File: config.mk
export PLATFORM = sky130hd
export DESIGN_NAME = fft8_sweep_ctrl
export DESIGN_NICKNAME = d
export VERILOG_FILES = /design/src/rtl/fft8_pkg.sv /design/src/rtl/fft8_bin_buf.sv /design/src/rtl/fft8_sweep_ctrl.sv
export SDC_FILE = /design/constraint.sdc
export NUM_CORES = 1
export LEC_CHECK = 0
export CAP_MARGIN = 20
export CORE_MARGIN = 2
export CORE_UTILIZATION = 59
export CTS_BUF_LIST = sky130_fd_sc_hd__clkbuf_4 sky130_fd_sc_hd__clkbuf_8 sky130_fd_sc_hd__clkbuf_16
export CTS_CLUSTER_SIZE = 10
export DETAILED_ROUTE_END_ITERATION = 10
export PLACE_DENSITY = 0.86
export SLEW_MARGIN = 40
export SYNTH_ARGS = -nofsm -noshare
export SYNTH_HDL_FRONTEND = slang
export SYNTH_SLANG_ARGS = --single-unit
export TNS_END_PERCENT = 5
File: constraint.sdc
create_clock -name clk -period 3.45 [get_ports clk]
set_input_delay 0.5175 -clock clk [delete_from_list [all_inputs] [get_ports clk]]
set_output_delay 0.5175 -clock clk [all_outputs]
set_load 0.005 [all_outputs]
File: src/rtl/fft8_pkg.sv
// Shared types and helpers for the 8-point FFT sweep controller.
package fft8_pkg;

    typedef enum logic [1:0] {
        IDLE   = 2'd0,
        SWEEP  = 2'd1,
        STREAM = 2'd2,
        FIN    = 2'd3
    } state_t;

    localparam int N_BINS = 8;
    localparam int IDX_W  = 3;

    function automatic logic [IDX_W-1:0] bitrev3(input logic [IDX_W-1:0] i);
        return {i[0], i[1], i[2]};
    endfunction

endpackage

File: src/rtl/fft8_bin_buf.sv
// 8-entry complex bin store: one write port for the sweep, one registered read port
// for the stream. Only the read register is reset; the array itself is not.
module fft8_bin_buf
    import fft8_pkg::*;
#(
    parameter int W = 9
) (
    input  logic                clk,
    input  logic                rst,
    input  logic                wr_en,
    input  logic [IDX_W-1:0]    wr_addr,
    input  logic signed [W-1:0] wr_re,
    input  logic signed [W-1:0] wr_im,
    input  logic                rd_en,
    input  logic [IDX_W-1:0]    rd_addr,
    output logic signed [W-1:0] rd_re,
    output logic signed [W-1:0] rd_im
);

    logic signed [W-1:0] mem_re_q [N_BINS];
    logic signed [W-1:0] mem_im_q [N_BINS];
    logic signed [W-1:0] rd_re_d, rd_re_q;
    logic signed [W-1:0] rd_im_d, rd_im_q;

    always_ff @(posedge clk) begin
        if (wr_en) begin
            mem_re_q[wr_addr] <= wr_re;
            mem_im_q[wr_addr] <= wr_im;
        end
    end

    // Read register holds its value whenever rd_en is low (stream stall).
    always_comb begin
        rd_re_d = rd_re_q;
        rd_im_d = rd_im_q;
        if (rd_en) begin
            rd_re_d = mem_re_q[rd_addr];
            rd_im_d = mem_im_q[rd_addr];
        end
    end

    always_ff @(posedge clk or posedge rst) begin
        if (rst) begin
            rd_re_q <= '0;
            rd_im_q <= '0;
        end else begin
            rd_re_q <= rd_re_d;
            rd_im_q <= rd_im_d;
        end
    end

    assign rd_re = rd_re_q;
    assign rd_im = rd_im_q;

endmodule

File: src/rtl/fft8_sweep_ctrl.sv
// Sweeps the FFT core's bin select, captures all 8 bins, then streams them out.
// Optional macro BITREV_ORDER_EN streams bins in bit-reversed order.
module fft8_sweep_ctrl
    import fft8_pkg::*;
#(
    parameter int W          = 9,
    parameter int SETTLE_CYC = 1
) (
    input  logic                clk,
    input  logic                rst,
    input  logic                start,
    output logic [IDX_W-1:0]    fft_sel,
    input  logic signed [W-1:0] fft_yr,
    input  logic signed [W-1:0] fft_yi,
    output logic                out_valid,
    input  logic                out_ready,
    output logic signed [W-1:0] out_re,
    output logic signed [W-1:0] out_im,
    output logic [IDX_W-1:0]    out_idx,
    output logic                out_last,
    output logic                busy,
    output logic                done
);

    localparam logic [3:0] SETTLE_LAST = 4'(SETTLE_CYC);

    state_t           state_d, state_q;
    logic [IDX_W-1:0] sel_d, sel_q;
    logic [IDX_W-1:0] swp_idx_d, swp_idx_q;
    logic [3:0]       settle_d, settle_q;
    logic [IDX_W-1:0] rd_d, rd_q;
    logic             valid_d, valid_q;
    logic [IDX_W-1:0] oidx_d, oidx_q;
    logic             last_d, last_q;
    logic             busy_d, busy_q;
    logic             done_d, done_q;

    logic             wr_en, rd_en;
    logic [IDX_W-1:0] rd_addr, rd_nxt;

    function automatic logic [IDX_W-1:0] stream_bin(input logic [IDX_W-1:0] r);
`ifdef BITREV_ORDER_EN
        return bitrev3(r);
`else
        return r;
`endif
    endfunction

    always_comb begin
        state_d   = state_q;
        sel_d     = sel_q;
        swp_idx_d = swp_idx_q;
        settle_d  = settle_q;
        rd_d      = rd_q;
        valid_d   = valid_q;
        oidx_d    = oidx_q;
        last_d    = last_q;
        done_d    = 1'b0;
        wr_en     = 1'b0;
        rd_en     = 1'b0;
        rd_nxt    = rd_q + 3'd1;
        rd_addr   = stream_bin(rd_q);
        case (state_q)
            IDLE: begin
                if (start) begin
                    state_d   = SWEEP;
                    swp_idx_d = '0;
                    sel_d     = '0;
                    settle_d  = '0;
                end
            end
            SWEEP: begin
                if (settle_q == SETTLE_LAST) begin
                    wr_en    = 1'b1;
                    settle_d = '0;
                    if (swp_idx_q == 3'(N_BINS - 1)) begin
                        state_d = STREAM;
                    end else begin
                        swp_idx_d = swp_idx_q + 3'd1;
                        sel_d     = swp_idx_q + 3'd1;
                    end
                end else begin
                    settle_d = settle_q + 4'd1;
                end
            end
            STREAM: begin
                // First STREAM cycle only loads the read register; no handshake yet.
                if (!valid_q) begin
                    rd_en   = 1'b1;
                    rd_d    = '0;
                    rd_addr = stream_bin(3'd0);
                    oidx_d  = stream_bin(3'd0);
                    last_d  = 1'b0;
                    valid_d = 1'b1;
                end else if (out_ready) begin
                    if (rd_q == 3'(N_BINS - 1)) begin
                        valid_d = 1'b0;
                        last_d  = 1'b0;
                        done_d  = 1'b1;
                        state_d = FIN;
                    end else begin
                        rd_en   = 1'b1;
                        rd_d    = rd_nxt;
                        rd_addr = stream_bin(rd_nxt);
                        oidx_d  = stream_bin(rd_nxt);
                        last_d  = (rd_nxt == 3'(N_BINS - 1));
                    end
                end
            end
            FIN: begin
                state_d   = IDLE;
                sel_d     = '0;
                swp_idx_d = '0;
                rd_d      = '0;
            end
            default: state_d = IDLE;
        endcase
        busy_d = (state_d != IDLE);
    end

    always_ff @(posedge clk or posedge rst) begin
        if (rst) begin
            state_q   <= IDLE;
            sel_q     <= '0;
            swp_idx_q <= '0;
            settle_q  <= '0;
            rd_q      <= '0;
            valid_q   <= 1'b0;
            oidx_q    <= '0;
            last_q    <= 1'b0;
            busy_q    <= 1'b0;
            done_q    <= 1'b0;
        end else begin
            state_q   <= state_d;
            sel_q     <= sel_d;
            swp_idx_q <= swp_idx_d;
            settle_q  <= settle_d;
            rd_q      <= rd_d;
            valid_q   <= valid_d;
            oidx_q    <= oidx_d;
            last_q    <= last_d;
            busy_q    <= busy_d;
            done_q    <= done_d;
        end
    end

    fft8_bin_buf #(.W(W)) u_buf (
        .clk     (clk),
        .rst     (rst),
        .wr_en   (wr_en),
        .wr_addr (swp_idx_q),
        .wr_re   (fft_yr),
        .wr_im   (fft_yi),
        .rd_en   (rd_en),
        .rd_addr (rd_addr),
        .rd_re   (out_re),
        .rd_im   (out_im)
    );

    assign fft_sel   = sel_q;
    assign out_valid = valid_q;
    assign out_idx   = oidx_q;
    assign out_last  = last_q;
    assign busy      = busy_q;
    assign done      = done_q;

endmodule

* Word level (Yosys, flattened, before mapping)
Memories as Yosys holds them, arrays and structs flattened. A register that Yosys moved wholly into a read port is not among the register bits.
Index checks and enable logic that the tools add are counted.
** Storage, ports and cells
- Bits in latches :: 0
- Bits in writable memories :: 144
- Register bits :: 19
- Logic and storage cells :: 74
- Memory bits (read-only) :: 0
- Output and inout port bits :: 28
- Bits of input ports :: 22
- Memories kept :: 2
** Cells by class
- Shift-type cells :: 0
- Mux-type cells :: 39
- Add/subtract/negate cells :: 3
- Reductions and logical operators :: 9
- Divide/modulo/power cells :: 0
- $lt $le $gt $ge :: 0
- Eq/ne operators :: 12
- Multiply operators :: 0
- Bitwise gates (word level) :: 0
** Memories
- u_buf.mem_im_q :: depth 8, width 9, read ports 1, clocked after memory_dff 1, wr ports 1, line fft8_bin_buf.sv:21 : logic signed [W-1:0] mem_im_q [N_BINS];
- u_buf.mem_re_q :: depth 8, width 9, read ports 1, clocked after memory_dff 1, wr ports 1, line fft8_bin_buf.sv:20 : logic signed [W-1:0] mem_re_q [N_BINS];
** Operators by type and width (number)
- $mux 3 :: 10
- $mux 1 :: 17
- $mux 2 :: 6
- $ne 2x2->1 const B :: 5
- $eq 3x3->1 const B :: 3
- $pmux 3 s3 :: 1
- $mux 4 :: 2
- $pmux 2 s4 :: 1
- $pmux 4 s2 :: 1
- $add 3x1->3 const B :: 2
- $pmux 3 s2 :: 1
- $reduce_bool 2->1 :: 3
- $add 4x1->4 const B :: 1
- $eq 2x2->1 const B :: 2
- $eq 4x1->1 const B :: 1
- $reduce_and 2->1 :: 2
- $reduce_and 4->1 :: 1
- $reduce_and 3->1 :: 1
- $reduce_bool 3->1 :: 1
- $eq 2x1->1 const B :: 1
- $logic_not 2->1 :: 1

* Longest topological paths before layout
- Word-level depth :: 6
- Mapped depth :: 10
- Depth with buffers taken out :: 8

* Modules after synthesis
From an unflattened synthesis, not the netlist that was laid out.
** Second synthesis, totals
- Cell total of the unflattened synthesis :: 474
- Area, all modules :: 7459.7 µm²
** By module, submodules not included
- fft8_bin_buf :: cells an instance 363, times used 1, area an instance 6361.1 µm², sequential area each 4774.6 µm²
- fft8_sweep_ctrl :: cells an instance 111, times used 1, area an instance 1098.6 µm², sequential area each 475.5 µm²

* Worst setup path after synthesis
Ideal clock, no wire load.
- Path type :: register to register
- Start point :: register settle_q[0]
- End point :: memory u_buf.mem_im_q[0][0] (enable)
- Path slack :: 0.396 ns
- Clock period less this slack :: 3.054 ns
- Arrival :: 2.638 ns
- Cell stages (with the launch flop) :: 6
- Data required time :: 3.034 ns
- Library setup time :: 0.416 ns
- Path buffers :: 0
- Path through :: dfrtp_1 ha_1 nor3b_1 nand2_1 or2_2 nor3_1
** On the way
- Word-level cells in the longest chain between the ends :: 5
** RTL lines
- from (decl) :: line fft8_sweep_ctrl.sv:30 : logic [3:0] settle_d, settle_q;
- from (signal assigned) :: line fft8_sweep_ctrl.sv:137 : settle_q <= settle_d;
- $eq 4x1->1 :: line fft8_sweep_ctrl.sv:73 : if (settle_q == SETTLE_LAST) begin
- $mux 1 :: line fft8_sweep_ctrl.sv:73
- $mux 1 :: line fft8_sweep_ctrl.sv:63 : case (state_q)
- $mux 1 :: line fft8_bin_buf.sv:26 : if (wr_en) begin
- $mux 1 (implied by the code) :: line fft8_bin_buf.sv:28 : mem_im_q[wr_addr] <= wr_im;
- to (decl) :: line fft8_bin_buf.sv:21
Every way passes these cells.

* Worst setup path after layout
- Start point :: register state_q[0]
- End point :: register u_buf.rd_re_q[6] (netlist: u_buf.rd_re[6]) (read register of u_buf.mem_re_q)
** On the way
- Word-level cells in the longest chain between the ends :: 2
- Elaborated cells on any way between the ends :: 3
- Those cells by class :: eq/ne: 1; mux: 2
** RTL lines
- from (decl) :: line fft8_sweep_ctrl.sv:27 : state_t state_d, state_q;
- from (signal assigned) :: line fft8_sweep_ctrl.sv:134 : state_q <= state_d;
- $eq 2x2->1 * :: line fft8_sweep_ctrl.sv:63
- $mux 3 or $mux 1 (tied branches) :: line fft8_sweep_ctrl.sv:63
- to (decl) :: line fft8_bin_buf.sv:22 : logic signed [W-1:0] rd_re_d, rd_re_q;
Mark *: on every way between the ends. The rest lies on a longest branch, timed or not.
A chain may end at the register's enable or synchronous reset.

==> results.cfg <==
[finish]
layout-area-overhead-vs-synth_pct = 16.8
number_of_filler_instances_in_the_final_layout = 758
antennaDiodeCount = 0
mostFrequentLayoutCell = sky130_fd_sc_hd__edfxtp_1
post_route_core_utilization = 0.697
final_cell_mix = sky130_fd_sc_hd__edfxtp_1, sky130_fd_sc_hd__nand2_1, sky130_fd_sc_hd__clkdlybuf4s50_1
layout-drive-gt1-share = 0.150
nNetsFinal = 586
finish.instance_area_um2 = 8690

[cts]
cts_max_path_buffers = 2
cts_root_buffer = sky130_fd_sc_hd__clkbuf_16
cts_inserted_buffers = 17
insertion_delay_ns = 0.43
cts.reportedPaths.clkPinSlew_ns = 0.07
number_of_gates_given_a_new_drive_strength_after_cts = 0
cts_hold_buf = 0
cts.sinks = 181
cts_tree = yes
ctsHtreeMaxLevel = 4
postCtsSetupBuffers = 0

[critical_path]
criticalPathCategory = register to register
timing.critical_path.to_type = register
path_max_fanout = 25
crit_arrival_ns = 3.12
crit_path_top_delay_cell = sky130_fd_sc_hd__ha_1
cp_data_required_time_ns = 3.79
critPathMaxStageDelay_ns = 0.50
cp.depth = 9
critical_path.cell_chain = inv_1, ha_1, nand2_2, or3_4, and2_4, buf_12, mux2i_1, a32o_1, o31ai_2
r2r_cells = 9
startpoint_type = register
crit_path_buf_inv_count = 2
crit_family = simple AND/OR/NAND/NOR gates

[route]
routed-wl-met3_um = 1060
top_layer_used = met4
drt_drc_violations_left = 0
wire_per_inst_um = 20.8
vias = 4385
detailroute.wirelength.met2_um = 7770
drt_pass1_iterations = 5
post_drt_via_cell_ratio = 5.95
drtAntennaViolNets = 0
first_iter_violations = 356
finalWirelength_um = 15300
wl_met1_um = 6080

[timing]
final_max_slew_viol_count = 0
finClkSkew_ns = 0.0134
setup_ws_ns = 0.667
final_hold_vio_count = 0
setup-violations-final = 0
period_share = 0.807
worst_hold_slack_ns = 0.409
timing.setup.tns_ns = 0
rsz0062_at_grt = false
timing_worst_slew_pin_value_ns = 0.623
f_max_mhz = 359
slew_headroom = 0.583
finalCriticalPeriod_ns = 2.78

[synth]
synth_cells = 492
synth_area_um2 = 7440
synth_nets = 526
postSynthRegisterBits = 181
synth_cell_types = 47
yosysSeqAreaShare = 0.705
syn-mean-instance-area_um2 = 15.1
yosys_warnings = 0

[hold_path]
holdCritPathClass = input port to async pin

[placed_design]
dpl_worst_slack_ns = 0.651
io_buffers = 49
placed_cell_area_um2 = 8100
place.gp.congestion = 0.842
detailedPlacementHpwl_um = 8600

[global_routing]
via_count_of_the_first_global_routing_pass = 4515
grt_overflow_total = 0
antenna_found_initial = 0
grt_max_degree = 39
grt_pass1_wl_um = 23700
grt_util_all_layers = 0.243

[floorplan]
floorplan.core_area_um2 = 12500
fp.dieH_um = 116
placement_rows = 41
io-pin-count = 50
design.die.area_um2 = 13500
die_span_in_x_um = 116
start_util = 0.597

[pwr]
power.internal_mw = 3.88
p_sw_mw = 1.34
leakagePower_nw = 3.10
swShare = 0.257
seq_power_share = 0.515
clock_power_share = 0.360
vdd_drop_max_v = 0.000335
cellPowerDensity_nw_per_um2 = 601
comb_power_share = 0.124

[outcome]
status = complete, no violations

[run]
drv_cap = 0
## registers in the layout, indices dropped and copies added, names as in the netlist, 2 cells and up
register and count:
swp_idx_q 3, u_buf.rd_im 9, rd_q 3, u_buf.mem_re_q 72, u_buf.rd_re 9, state_q 2, settle_q 4, u_buf.mem_im_q 72
out_idx 3
## worst paths after layout
check,end,slack (ns),startpoint
worst max-delay path,u_buf.rd_re[6],0.67,state_q[0]
worst min-delay path,out_idx[2],0.41,rst
worst max register to register,u_buf.rd_re[6],0.67,state_q[0]
worst min register to register,out_idx[1],0.48,out_idx[1]
max in group asynchronous,u_buf.rd_im[1],2.25,rst
min in group clk,out_idx[1],0.48,out_idx[1]
## worst register-to-register path: cells and delay by family, from the launching register on
family                   cells  cell delay, ns
AND/OR/NAND/NOR              3            0.78
buffers and inverters        2            0.35
adder cells (fa/ha/maj)      1            0.50
flip-flops                   1            0.44
AO/OA/AOI/OAI                2            0.46
multiplexers                 1            0.17
## stage by stage
stage	cells	power (mW)
after global routing	737	5.43
after CTS	737	5.24
after detailed placement	705	3.37
after global placement	705	3.32
final	737	5.22
after floorplan	492	3.07
## layout make-up
type	count	area, um^2	share of cell area
clock buffers	17	425	0.0489
clock inverters	15	165	0.0190
inverters	11	41.3	0.00475
flip-flops and latches	181	5250	0.604
well taps	172	215	0.0248
repair buffers	65	636	0.0731
multi-input cells	276	1960	0.225
## routing by layer
| layer | track usage | up-vias |
|---|---|---|
| met4 | 0.133 | 0 |
| met1 | 0.303 | 2175 |
| met2 | 0.397 | 197 |
| li1 | - | 1973 |
| met3 | 0.0586 | 40 |
| met5 | 0 | - |
## logic make-up after synthesis
group                    share of synthesized area
buffers and inverters                       0.0338
flip-flops                                   0.705
AND/OR/NAND/NOR                             0.0839
multiplexers                                0.0499
XOR/XNOR                                   0.00118
adder cells (fa/ha/maj)                     0.0202
AO/OA/AOI/OAI                                0.106
## synthesized netlist by cell type (all sizes together)
cell	n	area share
a21boi	1	0.0010
a21o	1	0.0010
a21oi	2	0.0013
a221oi	1	0.0012
a22o	2	0.0024
a22oi	1	0.0010
a2bb2oi	1	0.0012
a311oi	1	0.0020
a31oi	1	0.00084
a32o	36	0.049
and2	2	0.0020
and2b	1	0.0010
buf	20	0.026
clkbuf	4	0.0020
dfrtp	37	0.12
edfxtp	144	0.58
ha	12	0.020
inv	11	0.0055
mux2	1	0.0015
mux2i	36	0.048
nand2	106	0.055
nand2b	4	0.0037
nand3	2	0.0013
nand4	1	0.00084
nor2	16	0.0084
nor2b	5	0.0042
nor3	4	0.0034
nor3b	1	0.0010
o21ai	9	0.0061
o22a	1	0.0024
o22ai	4	0.0034
o311a	1	0.0013
o31ai	19	0.031
or2	2	0.0017
or3	1	0.0015
xnor2	1	0.0012
## power groups by stage
stage	clock [mW]	combinational, mW	sequential, mW
floorplan	0	0.362	2.70
global placement	0	0.602	2.72
detailed placement	0	0.644	2.73
CTS	1.90	0.655	2.69
global route	2.00	0.723	2.71
finish	1.88	0.650	2.69
(Power assumes the default switching activity.)
